--- src/rtl/alu_share_arbiter.sv ---
// rtl/alu_share_arbiter.sv - round-robin share of one execute ALU between exec and branch requesters
`timescale 1ns/1ps

module alu_share_arbiter #(
  parameter int WIDTH    = 32,
  parameter int OPCODE_W = 8
) (
  input  logic                CLK,
  input  logic                RST,
  input  logic [1:0]          REQ_VALID,
  output logic [1:0]          REQ_READY,
  input  logic [WIDTH-1:0]    REQ_A0,
  input  logic [WIDTH-1:0]    REQ_A1,
  input  logic [WIDTH-1:0]    REQ_B0,
  input  logic [WIDTH-1:0]    REQ_B1,
  input  logic [6:0]          REQ_F70,
  input  logic [6:0]          REQ_F71,
  input  logic [2:0]          REQ_F30,
  input  logic [2:0]          REQ_F31,
  input  logic [OPCODE_W-1:0] REQ_OP0,
  input  logic [OPCODE_W-1:0] REQ_OP1,
  output logic [WIDTH-1:0]    ALU_A,
  output logic [WIDTH-1:0]    ALU_B,
  output logic [6:0]          ALU_F7,
  output logic [2:0]          ALU_F3,
  output logic [OPCODE_W-1:0] ALU_OP,
  input  logic [WIDTH-1:0]    ALU_Y,
  input  logic                ALU_C,
  input  logic                ALU_V,
  input  logic                ALU_N,
  input  logic                ALU_ZERO,
  output logic                RSP_VALID,
  input  logic                RSP_READY,
  output logic                RSP_ID,
  output logic [WIDTH-1:0]    RSP_Y,
  output logic [3:0]          RSP_FLAGS
);

  typedef enum logic [1:0] {
    IDLE = 2'd0,
    EXEC = 2'd1,
    RESP = 2'd2
  } state_t;

  state_t     state;
  logic       last;
  logic [1:0] grant;

  // Tie goes to the port that did not win last; only offered while idle.
  always_comb begin
    grant = 2'b00;
    if (state == IDLE && !RST) begin
      case (REQ_VALID)
        2'b01:   grant = 2'b01;
        2'b10:   grant = 2'b10;
        2'b11:   grant = last ? 2'b01 : 2'b10;
        default: grant = 2'b00;
      endcase
    end
  end

  assign REQ_READY = grant;

  always_ff @(posedge CLK) begin
    if (RST) begin
      state     <= IDLE;
      last      <= 1'b1;
      ALU_A     <= '0;
      ALU_B     <= '0;
      ALU_F7    <= '0;
      ALU_F3    <= '0;
      ALU_OP    <= '0;
      RSP_VALID <= 1'b0;
      RSP_ID    <= 1'b0;
      RSP_Y     <= '0;
      RSP_FLAGS <= '0;
    end else begin
      case (state)
        IDLE: begin
          if (grant[0]) begin
            ALU_A  <= REQ_A0;
            ALU_B  <= REQ_B0;
            ALU_F7 <= REQ_F70;
            ALU_F3 <= REQ_F30;
            ALU_OP <= REQ_OP0;
            RSP_ID <= 1'b0;
            state  <= EXEC;
          end else if (grant[1]) begin
            ALU_A  <= REQ_A1;
            ALU_B  <= REQ_B1;
            ALU_F7 <= REQ_F71;
            ALU_F3 <= REQ_F31;
            ALU_OP <= REQ_OP1;
            RSP_ID <= 1'b1;
            state  <= EXEC;
          end
        end
        EXEC: begin
          // ALU flags are forwarded exactly as the ALU produced them.
          RSP_Y     <= ALU_Y;
          RSP_FLAGS <= {ALU_C, ALU_V, ALU_N, ALU_ZERO};
          RSP_VALID <= 1'b1;
          state     <= RESP;
        end
        RESP: begin
          if (RSP_READY) begin
            RSP_VALID <= 1'b0;
            last      <= RSP_ID;
            state     <= IDLE;
          end
        end
        default: state <= IDLE;
      endcase
    end
  end

endmodule

--- config.mk ---
export PLATFORM = sky130hd
export DESIGN_NAME = alu_share_arbiter
export DESIGN_NICKNAME = d
export VERILOG_FILES = /design/src/rtl/alu_share_arbiter.sv
export SDC_FILE = /design/constraint.sdc
export NUM_CORES = 1
export LEC_CHECK = 0
export ABC_AREA = 0
export BUFFER_PORTS_ARGS = -buffer_cell sky130_fd_sc_hd__buf_2
export CORE_AREA = 2 2 158 160
export DETAILED_ROUTE_END_ITERATION = 12
export DIE_AREA = 0 0 160 162
export SLEW_MARGIN = 30
export SYNTH_ARGS = -nofsm -noshare
export SYNTH_HDL_FRONTEND = slang
export SYNTH_SLANG_ARGS = --single-unit
export TNS_END_PERCENT = 5
--- constraint.sdc ---
create_clock -name CLK -period 1.6 [get_ports CLK]
set_input_delay 0 -clock CLK [delete_from_list [all_inputs] [get_ports CLK]]
set_output_delay 0 -clock CLK [all_outputs]
set_load 0.01 [all_outputs]
==> flow_summary.json, run 1 <==
{
  "outcome": "complete, but fails checks",
  "violations": "setup timing",
  "syn_inst": 684,
  "synth-xor-area-share": 0,
  "netlist_area_mm2": 0.00599,
  "rsz0062_at_grt": "true",
  "worstSetupStartpointType": "flip-flop",
  "grt_max_degree": 121,
  "worstHoldEndpoint": "ALU_B[23]$_SDFFE_PP0P_",
  "finalCritPeriodShare": 1.04,
  "final_hold_viol_count": 0,
  "yosysUniqueCellTypes": 25,
  "synth_flop_cell": "dfxtp_1",
  "use_met1": 0.243,
  "cts_tree": "built",
  "intPower_mw": 7.30,
  "drt_iter0_markers": 770,
  "r2r_cells": 7,
  "timing.rr.end": "ALU_B[11]$_SDFFE_PP0P_",
  "grt_use_total": 0.203,
  "clkSinkCount": 123,
  "synthArstFlopShare": 0,
  "yosys.area_share.adder": 0,
  "antenna_found_initial": 0,
  "port_buffers": 326,
  "maxSlewHeadroom": 0.594,
  "synth_area_leaders": "dfxtp_1 (41%), a311oi_1 (12%), a21oi_1 (10%)",
  "finClkSkew_ns": 0.0104,
  "drtAntennaViolNets": 0,
  "yosys.area.top_type_share": 0.411,
  "fin_nets": 1402,
  "drt-wirelength-per-cell_um": 19.1,
  "die_h_um": 162,
  "required_ns": 1.87,
  "ff2ff_setup_slack_ns": -0.07,
  "top_usage_layer": "met2",
  "diodes": 0,
  "crit_slowest_cell": "dfxtp_2",
  "cts_buffers": 17,
  "fin_crit_ns": 1.67,
  "min_delay_path_depth": 4,
  "setup_viol": 53,
  "route.vias.total": 8140,
  "synth_edf_count": 0,
  "power_density_mw_per_mm2": 922,
  "cts_root_buf": "clkbuf_16",
  "use_met2": 0.342,
  "yosys.area_share.simple": 0.147,
  "initial_core_util": 0.249,
  "cp-end-kind": "flip-flop",
  "overflow": 0,
  "path_clk_slew_ns": 0.06,
  "slew_violations": 0,
  "whs_ns": 0.114,
  "p_switching_mw": 3.16,
  "drtPass1Iterations": 5,
  "tightest_slew_ns": 0.610,
  "area_delta_synth_final_pct": 89.3,
  "path_cells": "buf_6 > nor3_4 > buf_12 > buf_12 > and2_4 > clkbuf_16 > a311oi_1",
  "total_power_mw": 10.5,
  "clkPwrFrac": 0.395,
  "seq_area_frac_synth": 0.411,
  "dp_hpwl_mm": 16.0,
  "maxCapViolCount": 0,
  "combPwrFrac": 0.272,
  "reg2reg_from": "state[0]$_SDFFE_PP0P_",
  "drc": 0,
  "die_area_mm2": 0.0259,
  "clockBufferDepth": 2,
  "arrival_ns": 1.94,
  "path_class": "flip-flop to flip-flop",
  "grt_pass1_wl_mm": 42.5,
  "synth.area.mux_share": 0.00167,
  "sw_frac_of_total": 0.302,
  "rows": 57,
  "path_common_cell": "buf_12",
  "max_stage_delay_ns": 0.32,
  "io_pins": 327,
  "min_path_type": "input port to flip-flop",
  "synth_common_cells": "dfxtp_1 (123), a21oi_1 (120), a311oi_1 (82), nand4_1 (82), nand2_1 (73)",
  "layout-drive-gt1-share": 0.408,
  "ys_seq_elements": 123,
  "synth_warnings": 0,
  "place.gp.congestion": 0.811,
  "use_met3": 0.0513,
  "synth_compound_area_frac": 0.358,
  "leakage_nw": 4.72,
  "critPathMaxFanout": 9,
  "min_from": "REQ_VALID[0]",
  "viasPerCell": 5.31,
  "clock_latency_ns": 0.42,
  "synth_top_family_by_area": "compound AO/OA/AOI/OAI gates",
  "core_mm2": 0.0241,
  "fin_util": 0.471,
  "setup_slack_ns": -0.0687,
  "drt_wl_total_mm": 29.3,
  "vdd_drop_max_v": 0.000606,
  "seqPwrFrac": 0.334,
  "die_w_um": 160,
  "grt_pass1_vias": 8017,
  "htree_levels": 4,
  "yosys.area.top_type": "dfxtp_1",
  "max_freq_mhz": 599,
  "syn_area_per_cell_um2": 8.76,
  "synth.most_common_cell": "dfxtp_1",
  "syn-num-nets": 889
}
-- stage by stage --
step / setup TNS (ns) / area [um2] / setup WS, ns / cells
global route: -7.01 / 11300 / -0.135 / 1534
CTS: -3.75 / 11000 / -0.0730 / 1523
finish: -1.95 / 11300 / -0.0687 / 1534
floorplan: 0 / 5990 / 0.147 / 684
global placement: 0 / 8190 / 0.00957 / 1281
detailed placement: -0.128 / 8190 / -0.0323 / 1281
-- power by group through the flow --
stage | clock network [mW] | registers, mW | logic (mW)
5_1_grt | 4.34 | 3.52 | 3.04
3_5_place_dp | 0 | 3.54 | 2.12
2_1_floorplan | 0 | 3.66 | 1.01
4_1_cts | 4.23 | 3.48 | 2.60
6_report | 4.13 | 3.49 | 2.84
3_3_place_gp | 0 | 3.54 | 2.11
-- registers in the layout, indices dropped and copies added (netlist names) --
| signal | cells |
|---|---|
| ALU_F3 | 3 |
| RSP_VALID | 1 |
| ALU_F7 | 7 |
| state | 2 |
| last | 1 |
| ALU_OP | 8 |
| RSP_ID | 1 |
| ALU_A | 32 |
| RSP_FLAGS | 4 |
| ALU_B | 32 |
| RSP_Y | 32 |
-- area by class of cell --
type | count | area, um2
flip-flops and latches | 123 | 2460
clock buffers | 18 | 439
inverters | 2 | 10.0
fillers | 2248 | 12800
clock inverters | 14 | 183
well taps | 324 | 405
multi-input cells | 457 | 3210
repair buffers | 596 | 4630
-- timing repair --
item	4_1_cts	5_1_grt
buffers inserted	5	2
pin swaps	16	31
hold endpoints to repair	122	0
gates resized for setup	10	33
hold buffers	203	0
setup endpoints to repair	31	84
gates cloned	2	9
-- worst max path at each step --
stage	startpoint	end	slack, ns	cells past startpoint
after global placement	state[1]$_SDFFE_PP0P_	ALU_B[25]$_SDFFE_PP0P_	0.01	4
after detailed placement	state[1]$_SDFFE_PP0P_	ALU_B[21]$_SDFFE_PP0P_	-0.03	4
final	state[0]$_SDFFE_PP0P_	ALU_B[11]$_SDFFE_PP0P_	-0.07	7
after global routing	state[0]$_SDFFE_PP0P_	ALU_A[14]$_SDFFE_PP0P_	-0.14	7
after floorplan	state[1]$_SDFFE_PP0P_	ALU_B[0]$_SDFFE_PP0P_	0.15	5
after CTS	state[0]$_SDFFE_PP0P_	ALU_F7[4]$_SDFFE_PP0P_	-0.07	7
-- cell usage in the layout (no fill, tap or decap), types with 2 or more instances in the layout --
cell	Yosys	routed
a21oi_1	120	120
a311oi_1	82	78
a311oi_2	0	4
and2_4	0	2
buf_12	0	21
buf_16	0	2
buf_2	36	324
buf_4	0	30
buf_6	7	9
bufinv_16	0	3
clkbuf_16	0	22
clkinvlp_4	0	2
dfxtp_1	123	121
dfxtp_2	0	2
dlygate4sd3_1	0	203
inv_6	0	6
nand2_1	73	73
nand2b_1	3	2
nand4_1	82	82
o21ai_0	2	2
o31ai_1	42	32
o31ai_2	40	44
o31ai_4	0	6
-- metal layers --
| layer | wire [um] | up-vias |
|---|---|---|
| li1 | - | 3720 |
| met1 | 11600 | 3806 |
| met2 | 14300 | 502 |
| met3 | 2250 | 112 |
| met4 | 1150 | 0 |
| met5 | 0 | - |
-- logic make-up (layout without fill, tap and decap cells) --
family                 Yosys count  count (layout)
DFF                            123             123
and+or+nand+nor                169             170
muxes                            1               1
buffers and inverters          105             630
AOI/OAI and AO/OA              286             286
-- critical path, delay by kind of cell (launching register included) --
kind	cells	cell delay, ns
compound gates	1	0.09
simple gates	2	0.48
buf+inv	4	0.61
flops	1	0.32
No activity file was read; power rests on OpenSTA's default activity.
==> run 2: changes to the inputs <==
- RECOVER_POWER: default -> 25
- clock period: 1.6 -> 1.98 ns (I/O delays scaled with it)
==> run 2 against run 1 <==
The run now ends clean. Sequential power shrank 19%. Clock-buffer cell count grew 4. Critical path depth shrank 3. Sequential cell count is the same. Non-clock buffer count shrank 43. Critical endpoint is now REQ_READY[0]. Setup slack gained 0.27 ns. Cell count shrank 2.9%. Total power shrank 23%. Clock power shrank 21%. Die area is the same. Critical path type is now flip-flop to output pin. Combinational power shrank 32%. Clock skew shrank 0.0014 ns.
==> flow_summary.json, run 2 (same netlist as run 1, synthesis figures left out) <==
{
  "arrival_ns": 1.78,
  "leakage_nw": 4.13,
  "rows": 57,
  "dpl_cell_area_mm2": 0.00795,
  "layout-drive-gt1-share": 0.316,
  "drtPass1Iterations": 5,
  "setup_tns_ns": 0,
  "top_regs": "ALU_A: 32 flops, ALU_B: 32 flops, RSP_Y: 32 flops",
  "initial_core_util": 0.249,
  "min_path_type": "input port to flip-flop",
  "diodes": 0,
  "slew_violations": 0,
  "postLayoutCellArea_mm2": 0.0105,
  "critPathBufInv": 2,
  "cp-end-kind": "output pin",
  "drtAntennaViolNets": 0,
  "critPathTopFamily": "simple AND/OR/NAND/NOR gates",
  "pre_cts_ws_ns": 0.276,
  "clockBufferDepth": 2,
  "clock_latency_ns": 0.40,
  "area_delta_synth_final_pct": 75.5,
  "rsz0062_at_grt": "false",
  "min_from": "REQ_VALID[0]",
  "die_area_mm2": 0.0259,
  "cts_tree": "built",
  "maxSlewHeadroom": 0.579,
  "crit_slowest_cell": "or3_4",
  "drt-wirelength-per-cell_um": 18.0,
  "grt_pass1_vias": 8261,
  "fin_util": 0.436,
  "max_freq_mhz": 562,
  "path_clk_slew_ns": 0.06,
  "die_w_um": 160,
  "max_stage_delay_ns": 0.44,
  "cts_root_buf": "clkbuf_16",
  "sw_frac_of_total": 0.292,
  "critPathMaxFanout": 37,
  "drt_iter0_markers": 829,
  "intPower_mw": 5.69,
  "required_ns": 1.98,
  "io_pins": 327,
  "finalCritPeriodShare": 0.899,
  "drt_wl_total_mm": 26.8,
  "layout_commonest_cell": "buf_2",
  "dp_hpwl_mm": 15.4,
  "core_mm2": 0.0241,
  "grt_pass1_wl_mm": 42.2,
  "port_buffers": 326,
  "reg2reg_from": "state[1]$_SDFFE_PP0P_",
  "setup_viol": 0,
  "power_density_mw_per_mm2": 764,
  "final_hold_viol_count": 0,
  "finClkSkew_ns": 0.00898,
  "outcome": "finished clean",
  "place.gp.congestion": 0.789,
  "crit_start": "state[1]$_SDFFE_PP0P_",
  "seqPwrFrac": 0.352,
  "combPwrFrac": 0.241,
  "htree_levels": 4,
  "total_power_mw": 8.04,
  "fin_nets": 1358,
  "antenna_found_initial": 0,
  "clkSinkCount": 123,
  "viasPerCell": 5.31,
  "overflow": 0,
  "route.vias.total": 7917,
  "p_switching_mw": 2.35,
  "maxCapViolCount": 0,
  "fin_crit_ns": 1.78,
  "worstSetupStartpointType": "flip-flop",
  "tightest_slew_ns": 0.632,
  "cts_setup_buffers": 0,
  "layout_common_cells": "buf_2 (264), dlygate4sd3_1 (203), dfxtp_1 (123)",
  "clkPwrFrac": 0.408,
  "grt_use_total": 0.201,
  "vdd_drop_max_v": 0.000344,
  "cts_buffers": 17,
  "die_h_um": 162,
  "path_class": "flip-flop to output pin",
  "grt_max_degree": 122,
  "path_cells": "or3_4 > buf_12 > nor3_1 > buf_2",
  "setup_slack_ns": 0.200,
  "drc": 0
}
-- run 2: changes by cell type in the layout (fill, tap and decap cells not counted), sizes merged --
cell | previous run | this run
and2 | 2 | 1
buf | 387 | 289
bufbuf | 1 | 0
clkbuf | 23 | 83
clkinvlp | 2 | 4
inv | 9 | 3
-- run 2: per-layer routing --
metal  vias to the layer above  global-route usage  wire length (um)  part of all wire
met3                        89              0.0488              1920             0.072
li1                       3621                   -                 -                 -
met1                      3747               0.234             10900              0.41
met2                       460               0.339             13000              0.49
met5                         -                   0                 0                 0
met4                         0               0.111               954             0.036
-- run 2: through the flow --
stage / std cells / hold WS [ns]
floorplan: 684 / 0.126
global placement: 1255 / 0.237
detailed placement: 1255 / 0.241
CTS: 1490 / 0.0208
global route: 1490 / 0.0302
finish: 1490 / 0.0312
-- run 2: power by group through the flow --
| stage | clock network, mW | registers [mW] | logic (mW) |
|---|---|---|---|
| after floorplan | 0 | 2.96 | 0.814 |
| after global placement | 0 | 2.86 | 1.61 |
| after detailed placement | 0 | 2.86 | 1.62 |
| after CTS | 3.37 | 2.81 | 1.93 |
| after global routing | 3.49 | 2.85 | 2.09 |
| final | 3.28 | 2.82 | 1.94 |
-- run 2: what timing repair did --
action | in CTS | in global routing
resized for setup | 0 | 0
hold buffers | 203 | 0
hold endpoints to repair | 120 | 0
-- run 2: path summary, 6_finish.rpt --
| check | slack, ns | endpoint | depth (start not counted) |
|---|---|---|---|
| setup / recovery | 0.20 | REQ_READY[0] | 4 |
| hold / removal | 0.03 | ALU_B[27]$_SDFFE_PP0P_ | 3 |
| setup reg to reg | 0.24 | ALU_F7[5]$_SDFFE_PP0P_ | 5 |
| hold reg to reg | 0.45 | RSP_Y[9]$_SDFFE_PP0P_ | 2 |
-- run 2: tightest hold or removal path, stage by stage --
cell,delay [ns]
buf_2,0.19
nand4_1,0.10
a311oi_1,0.08
-- run 2: cell type report --
cell class                 count  area, um2
clock buffer                  22        474
inverter                       2       10.0
sequential                   123       2460
multi-input combinational    456       3070
timing repair buffer         553       3960
fill                        2328      13600
tap                          324        405
clock inverter                10        139
